===== src/rtl/alu_seq.sv =====
// alu_seq: sequential ALU with a condition-code register.
// Single-cycle arithmetic/logic ops, multi-cycle bit-serial shifts.
module alu_seq #(
  parameter int WIDTH = 16,
  parameter int SHW   = $clog2(WIDTH)
) (
  input  logic             clk,
  input  logic             rst_n,
  input  logic             in_valid,
  output logic             in_ready,
  input  logic [WIDTH-1:0] op1,
  input  logic [WIDTH-1:0] op2,
  input  logic [2:0]       alu_mode,
  input  logic [SHW-1:0]   shamt,
  input  logic [1:0]       carry_sel,
  input  logic             flag_en,
  input  logic             ccr_load,
  input  logic [3:0]       ccr_in,
  output logic [WIDTH-1:0] result,
  output logic             out_valid,
  output logic [3:0]       ccr
);

  typedef enum logic {IDLE, SHIFT} state_t;

  state_t           state_q, state_d;
  logic [WIDTH-1:0] result_q, result_d;
  logic             out_valid_q, out_valid_d;
  logic [3:0]       ccr_q, ccr_d;
  logic [SHW-1:0]   cnt_q, cnt_d;
  logic [WIDTH-1:0] sh_q, sh_d;
  logic             dir_q, dir_d;
  logic [1:0]       cs_q, cs_d;
  logic             fe_q, fe_d;

  logic [WIDTH:0]   add_w;
  logic [WIDTH:0]   sub_w;
  logic [WIDTH-1:0] alu_res;
  logic             alu_c;
  logic             alu_v;
  logic [WIDTH-1:0] sh_next;
  logic             sh_out;
  logic             is_shift;

  assign add_w    = {1'b0, op1} + {1'b0, op2};
  assign sub_w    = {1'b0, op1} - {1'b0, op2};
  assign is_shift = alu_mode[2] & alu_mode[1];

  // Single-cycle ALU result; shifts with zero count pass op1 through
  always_comb begin
    alu_res = '0;
    alu_c   = 1'b0;
    alu_v   = 1'b0;
    unique case (alu_mode)
      3'b000: begin
        alu_res = add_w[WIDTH-1:0];
        alu_c   = add_w[WIDTH];
        alu_v   = (op1[WIDTH-1] == op2[WIDTH-1]) &&
                  (add_w[WIDTH-1] != op1[WIDTH-1]);
      end
      3'b001: begin
        alu_res = sub_w[WIDTH-1:0];
        alu_c   = sub_w[WIDTH];
        alu_v   = (op1[WIDTH-1] != op2[WIDTH-1]) &&
                  (sub_w[WIDTH-1] != op1[WIDTH-1]);
      end
      3'b010: alu_res = op1 & op2;
      3'b011: alu_res = op1 | op2;
      3'b100: alu_res = ~op1;
      3'b101: alu_res = op1;
      3'b110: alu_res = op1;
      3'b111: alu_res = op1;
    endcase
  end

  // One-bit shift step of the in-flight operand (dir 1 = right)
  always_comb begin
    if (dir_q) begin
      sh_next = {1'b0, sh_q[WIDTH-1:1]};
      sh_out  = sh_q[0];
    end else begin
      sh_next = {sh_q[WIDTH-2:0], 1'b0};
      sh_out  = sh_q[WIDTH-1];
    end
  end

  logic             done;
  logic [WIDTH-1:0] done_res;
  logic             done_c;
  logic             done_v;
  logic             done_fe;
  logic [1:0]       done_cs;
  logic             c_new;

  // Next-state: acceptance, shift sequencing, completion and CCR update
  always_comb begin
    state_d     = state_q;
    result_d    = result_q;
    out_valid_d = 1'b0;
    ccr_d       = ccr_q;
    cnt_d       = cnt_q;
    sh_d        = sh_q;
    dir_d       = dir_q;
    cs_d        = cs_q;
    fe_d        = fe_q;
    done        = 1'b0;
    done_res    = '0;
    done_c      = 1'b0;
    done_v      = 1'b0;
    done_fe     = 1'b0;
    done_cs     = 2'b00;
    c_new       = 1'b0;
    case (state_q)
      IDLE: begin
        if (in_valid) begin
          if (is_shift && (shamt != '0)) begin
            state_d = SHIFT;
            sh_d    = op1;
            cnt_d   = shamt;
            dir_d   = alu_mode[0];
            cs_d    = carry_sel;
            fe_d    = flag_en;
          end else begin
            done     = 1'b1;
            done_res = alu_res;
            done_c   = alu_c;
            done_v   = alu_v;
            done_fe  = flag_en;
            done_cs  = carry_sel;
          end
        end
      end
      SHIFT: begin
        sh_d  = sh_next;
        cnt_d = cnt_q - SHW'(1);
        if (cnt_q == SHW'(1)) begin
          state_d  = IDLE;
          done     = 1'b1;
          done_res = sh_next;
          done_c   = sh_out;
          done_fe  = fe_q;
          done_cs  = cs_q;
        end
      end
      default: state_d = IDLE;
    endcase
    unique case (done_cs)
      2'b00: c_new = 1'b0;
      2'b01: c_new = 1'b1;
      2'b10: c_new = done_c;
      2'b11: c_new = ccr_q[2];
    endcase
    if (done) begin
      result_d    = done_res;
      out_valid_d = 1'b1;
      if (done_fe) begin
        ccr_d = {done_v, c_new, done_res[WIDTH-1],
                 (done_res == '0)};
      end
    end
    if (ccr_load) begin
      ccr_d = ccr_in;
    end
  end

  // State and output registers
  always_ff @(posedge clk or negedge rst_n) begin
    if (!rst_n) begin
      state_q     <= IDLE;
      result_q    <= '0;
      out_valid_q <= 1'b0;
      ccr_q       <= 4'b0000;
      cnt_q       <= '0;
      sh_q        <= '0;
      dir_q       <= 1'b0;
      cs_q        <= 2'b00;
      fe_q        <= 1'b0;
    end else begin
      state_q     <= state_d;
      result_q    <= result_d;
      out_valid_q <= out_valid_d;
      ccr_q       <= ccr_d;
      cnt_q       <= cnt_d;
      sh_q        <= sh_d;
      dir_q       <= dir_d;
      cs_q        <= cs_d;
      fe_q        <= fe_d;
    end
  end

  assign in_ready  = (state_q == IDLE);
  assign result    = result_q;
  assign out_valid = out_valid_q;
  assign ccr       = ccr_q;

endmodule


===== config.mk =====
export PLATFORM = sky130hd
export DESIGN_NAME = alu_seq
export DESIGN_NICKNAME = d
export VERILOG_FILES = /design/src/rtl/alu_seq.sv
export SDC_FILE = /design/constraint.sdc
export NUM_CORES = 1
export LEC_CHECK = 0
export ABC_AREA = 1
export CORE_ASPECT_RATIO = 0.8
export CORE_UTILIZATION = 55
export CTS_BUF_LIST = sky130_fd_sc_hd__clkbuf_16
export DETAILED_ROUTE_END_ITERATION = 6
export PLACE_DENSITY = 0.8
export SLEW_MARGIN = 20
export SYNTH_ARGS = -nofsm -noshare
export SYNTH_HDL_FRONTEND = slang
export SYNTH_SLANG_ARGS = --single-unit

===== constraint.sdc =====
create_clock -name clk -period 2.7 [get_ports clk]
set_clock_uncertainty 0.15 [all_clocks]
set_input_delay 0.54 -clock clk [delete_from_list [all_inputs] [get_ports clk]]
set_output_delay 0.54 -clock clk [all_outputs]
set_load 0.005 [all_outputs]

==> results by stage, run 1 <==
Status:
- The run stopped with a tool error.
- The tool reported: "[ERROR GRT-0232] Routing congestion too high. Check the congestion heatmap in the GUI".
- The stage where the flow stopped is global routing (5_1_grt).

GRT:
- The all-layer global routing usage is 0.8175.
- Summed over all layers, the global routing overflow is 6.
- The pin count of the biggest net entering global routing is 31.

Floorplan:
- The die boundary width is 112.6 um.
- In this run the count of I/O pins placed on the die edge is 72.
- The number of cell rows is 31.
- For this configuration, the core starts out at a cell density of 0.5808.
- The die span in y is 90.50 um.

Logic synthesis:
- Counting every net in the synthesized netlist gives 1,011.
- The post-synthesis average cell area is 5.956 um^2.
- Synthesis inferred 46 register bits.
- The cell area that synthesis handed to floorplanning was approximately 5400 um^2.
- The number of distinct library cells after synthesis is 34.
- The sequential area share after synthesis is 0.2138.
- For this run, the number of Yosys warnings is 0.
- The synthesized instance count is roughly 900.

Placement:
- The global placement routability congestion is 1.005.
- The half-perimeter wire length after detailed placement is 16,900 um.
- The number of cells after detailed placement is 1,253.
- The pre-CTS setup slack is -0.6894 ns.
- The count of buffers from port buffering is 71.

Timing:
- The category of the worst endpoint is a register data pin.
- The end pin of the worst setup path after global-route repair is ccr[0]$_DFFE_PN0P_/D.

Clock tree:
- The CTS buffer count is 5.
- The number of H-tree branching levels is 2.
- The clock tree buffer depth is 2.
- The clock net sink count is 46.
- In this run the clock root is driven by a clkbuf_16.
==> what timing repair did <==
item / 4_1_cts
setup buffers: 11
cloned: 0
endpoints found under the setup margin: 9
hold buffers: 0
pin swaps: 42
endpoints found under the hold margin: 0
resized for setup: 157
==> per-stage QoR <==
stage	cell area (um^2)	util
4_1_cts	8190	0.8835
3_3_place_gp	7528	0.8121
3_5_place_dp	7528	0.8121
2_1_floorplan	5384	-
==> synth_stat cells (all sizes together) <==
master,instances,area share
buf,19,0.019
xor2,1,0.0016
nor2,97,0.069
o21ai,60,0.056
or2,1,0.0012
nor4,1,0.0012
nand4,12,0.014
o21bai,5,0.0070
inv,163,0.11
fa,2,0.0074
a22oi,4,0.0056
a31oi,2,0.0023
a21oi,40,0.039
nand3,101,0.095
a21boi,1,0.0014
nor3,6,0.0056
xnor2,2,0.0033
clkbuf,9,0.0067
o211ai,2,0.0028
nand2,249,0.17
dfrtp,46,0.21
a221o,1,0.0019
o22ai,18,0.021
ha,55,0.13
o221ai,2,0.0033
a211oi,5,0.0070
==> per-layer routing <==
layer / track usage / overflow
met3: 0.7463 / 0
met4: 0.7944 / 3
met2: 0.9120 / 1
met5: 0.5846 / 0
met1: 0.8127 / 2
==> kinds of logic after synthesis <==
group,share of synthesized area
and+or+nand+nor,0.3602
xor gates and xnor gates,0.004881
adders and majority gates,0.1353
AOI/OAI and AO/OA,0.1464
buffers and inverters,0.1394
DFF,0.2138
==> inputs of run 2 (changes only) <==
--- a/config.mk
+++ b/config.mk
@@ -6,11 +6,9 @@
 export NUM_CORES = 1
 export LEC_CHECK = 0
 export ABC_AREA = 1
-export CORE_ASPECT_RATIO = 0.8
-export CORE_UTILIZATION = 55
-export CTS_BUF_LIST = sky130_fd_sc_hd__clkbuf_16
+export CORE_UTILIZATION = 40
 export DETAILED_ROUTE_END_ITERATION = 6
-export PLACE_DENSITY = 0.8
+export PLACE_DENSITY_LB_ADDON = 0.15
 export SLEW_MARGIN = 20
 export SYNTH_ARGS = -nofsm -noshare
 export SYNTH_HDL_FRONTEND = slang
==> results by stage, run 2 <==
Floorplan:
- The top-level I/O count is 72 (unchanged).
- The die span in y is 118.0 um (+30%).
- The core region is roughly 13,000 um^2.
- The die boundary width is 118.0 um (+4.8%).
- The effective utilization at floorplan is 0.4082 (-0.1726).
- The die covers 13,930 um^2.
- The number of cell rows is 42 (+35%).

Timing:
- The actual transition at the worst max-transition pin is 0.6027 ns.
- Of the available clock period, the critical path in the final layout requires 0.9597.
- Static timing analysis puts the maximum clock frequency at 0.3859 GHz.
- The final count of pins violating max slew is 0.
- The smallest hold slack is 0.1883 ns.
- The final-layout setup total negative slack is 0 ns.
- The number of hold violations in the final report is 0.
- The count of endpoints failing setup in the final report is 0.
- The final setup slack of the worst path is 0.1088 ns.
- The post-layout minimum cycle time is 2.591 ns.
- Headroom to the max-slew limit came out at 0.5982.

Clock tree:
- The clock net sink count is 46 (unchanged).
- The tree is rooted in a clkbuf_16.
- The TritonCTS clock tree is done.
- The number of H-tree branching levels is 2 (unchanged).
- The clock latency at the later pin of the worst-skew pair is 0.29 ns.
- The CTS buffer count is 5 (unchanged).
- The number of hold buffers added after CTS is 0 (unchanged).
- The clock tree buffer depth was 2 (unchanged).
- The post-CTS clock slew at the launch and capture registers of the worst setup and hold paths is about 0.07 ns.

Critical path:
- The worst register-to-register path begins at cnt_q[1].
- The worst setup path startpoint is op2[14].
- The kind of start point of the critical path is a primary input.
- Of all nets on the critical path, the largest fanout is 4.
- Data arrives at the worst endpoint at between 2 and 3 ns.
- For the worst flop-to-flop path, the logic depth is 11.
- The worst reg-to-reg setup slack is approximately 0.30 ns.
- The path type of the worst setup path is primary input to flop.
- The worst register-to-register path ends at ccr[2].
- The required time of the critical path is 2.77 ns.
- The endpoint kind of the worst setup timing path is a flop.

Logic synthesis:
- By count the netlist is led by nand2_1 (248), inv_1 (159), nand3_1 (100), nor2_1 (95), o21ai_0 (60).
- The number of warnings printed during yosys synthesis is 0 (unchanged).
- The share of flip-flops with an asynchronous set or reset after synthesis is 1.000 (unchanged).
- The area fraction of the dominant cell type after synthesis is 0.2138 (unchanged).
- The total standard cell area after synthesis is 5384 um^2 (unchanged).
- The synthesized design spends more area on one cell type than any other, namely dfrtp_1.
- The post-synthesis register bit count is 46 (unchanged).
- Ranked by total cell area, the synthesized netlist is headed by dfrtp_1 (21%), nand2_1 (17%), ha_1 (13%).
- The number of enable-type register cells in the synthesized netlist was 0 (unchanged).
- The synthesized instance count is 904 (unchanged).
- The number of distinct library cells after synthesis was 34 (unchanged).
- The post-synthesis average cell area is 5.956 um^2 (unchanged).
- The synthesized netlist net count came to 1,011 (unchanged).
- The most used flip-flop cell after synthesis is dfrtp_1.
- By instance count, the leading cell after synthesis is nand2_1.
- The sequential area share after synthesis was 0.2138 (unchanged).

GRT:
- Across every metal layer, demand over resource in global routing totals 0.2801.
- The initial antenna violation count is 0.
- The residual overflow from global routing is 0.
- The via count of the first global-routing pass was 6,353.
- The first global-routing pass estimated 31,050 um of wire.
- The pin count of the biggest net entering global routing is 47.

Final layout:
- Once layout is complete, the utilization of the core stands at 0.6665.
- The most common library cell in the layout ignoring fill and taps is buf_4.
- For this run, the post-layout net count is between 1,000 and 1,500.
- The antenna diode count is 0.
- In the final layout, the share of cells above drive strength 1 is 0.3696.
- In the layout the commonest cells are buf_4 (193), nand2_1 (189), inv_1 (115), nand3_1 (73), nor2_1 (72).
- The synthesis-to-layout area growth is 63.28%.

Detailed routing:
- In the routed design, unresolved DRC markers number 0.
- The post-detailed-route wirelength per cell is 15.07 um.
- The routed layout has 6,910 vias.
- In this run, the number of DRC markers left after iteration 0 of detailed routing was 516.
- The count of TritonRoute iterations in the first routing pass is 6.
- The detail route stage leaves a number of antenna-violating nets equal to 0.
- In the routed layout, each cell is associated on average with a via count of 5.180.
- The overall routed net length is 20,100 um.

Power and ir drop:
- The leakage component of the power is 0.004712 uW.
- The maximum resistive drop on vdd is 0.0003960 V.
- The ratio of total power to cell area is 526.6 nW/um^2.

Placement:
- The count of buffers from port buffering came to 71 (unchanged).
- The pre-CTS setup slack is -0.6114 ns (+0.07801 ns).
- The global placement routability congestion is 0.9504 (-5.4%).
- The half-perimeter wire length after detailed placement was 15,410 um (-8.8%).

Status:
- The run finished with clean final reports.

Worst hold path:
- In this run the worst hold path is classified as primary input to async pin.

Job:
- The max-cap check violation count is 0.
-- run 2: cell counts after synthesis --
Identical to the previous run, type by type.
-- run 2: cell type report --
cell class	instances	area (um^2)
fillers	1186	4399
multi-input cells	667	4304
repair buffers	274	2330
flip-flops and latches	46	1151
inverters	163	616.8
well taps	176	220.2
clock buffers	5	125.1
clock inverters	3	43.79
-- run 2: per-stage QoR --
stage | total power [uW] | cell area, um^2 | std cells
6_report | 4629 | 8791 | 1334
5_1_grt | 4992 | 8791 | 1334
4_1_cts | 4438 | 8104 | 1319
3_5_place_dp | 3594 | 7552 | 1307
3_3_place_gp | 3569 | 7552 | 1307
2_1_floorplan | 2470 | 5384 | 904
-- run 2: kinds of logic (layout without fill, tap and decap cells) --
logic type	count (synthesis)	in the layout	share of synthesized area
buffers and inverters	191	445	0.1394
AOI/OAI and AO/OA	140	140	0.1464
xor gates and xnor gates	3	3	0.004881
adders and majority gates	57	57	0.1353
and+or+nand+nor	467	467	0.3602
DFF	46	46	0.2138
-- run 2: repair_timing --
item,4_1_cts,5_1_grt
endpoints found under the hold margin,0,0
setup buffers,4,15
setup endpoints to repair,8,5
gates resized for setup,95,202
pin swaps,21,76
-- run 2: power by group --
group          switching [uW]  leakage, uW  internal, uW  total [uW]
Combinational            1470      0.00406          1270        2740
Clock                     273    0.0000842           439         712
Sequential                180     0.000571          1000        1180
Total                    1920      0.00471          2710        4630
-- run 2: worst max path at each step --
| stage | end | slack, ns | depth (start not counted) |
|---|---|---|---|
| 2_1_floorplan | ccr[0] | 0.11 | 14 |
| 5_1_grt | ccr[0] | -0.06 | 20 |
| 6_report | ccr[0] | 0.11 | 17 |
| 3_5_place_dp | ccr[0] | -0.61 | 19 |
| 3_3_place_gp | ccr[0] | -0.60 | 19 |
| 4_1_cts | ccr[0] | 0.0006 | 18 |
-- run 2: critical path, cell delays in order --
cell and delay [ns]:
clkdlybuf4s50_1 0.48, inv_1 0.08, ha_4 0.29, inv_1 0.07, a21oi_2 0.15, nand2_2 0.08, a21oi_4 0.16, nand2_2 0.09
nand2_2 0.07, nand3_2 0.06, nand3_2 0.11, nand2_2 0.07, nor2_1 0.10, nand2_1 0.06, nor2_1 0.10, nor2_1 0.06
nor2_1 0.09
-- run 2: routing by layer --
layer  wire, um  share of wire  global-route usage
met1       8558           0.43              0.3750
met2       9690           0.48              0.4739
met3       1419          0.071             0.03149
met4        430          0.021             0.07772
met5          0              0                   0
Power figures use the tool's default switching activity.
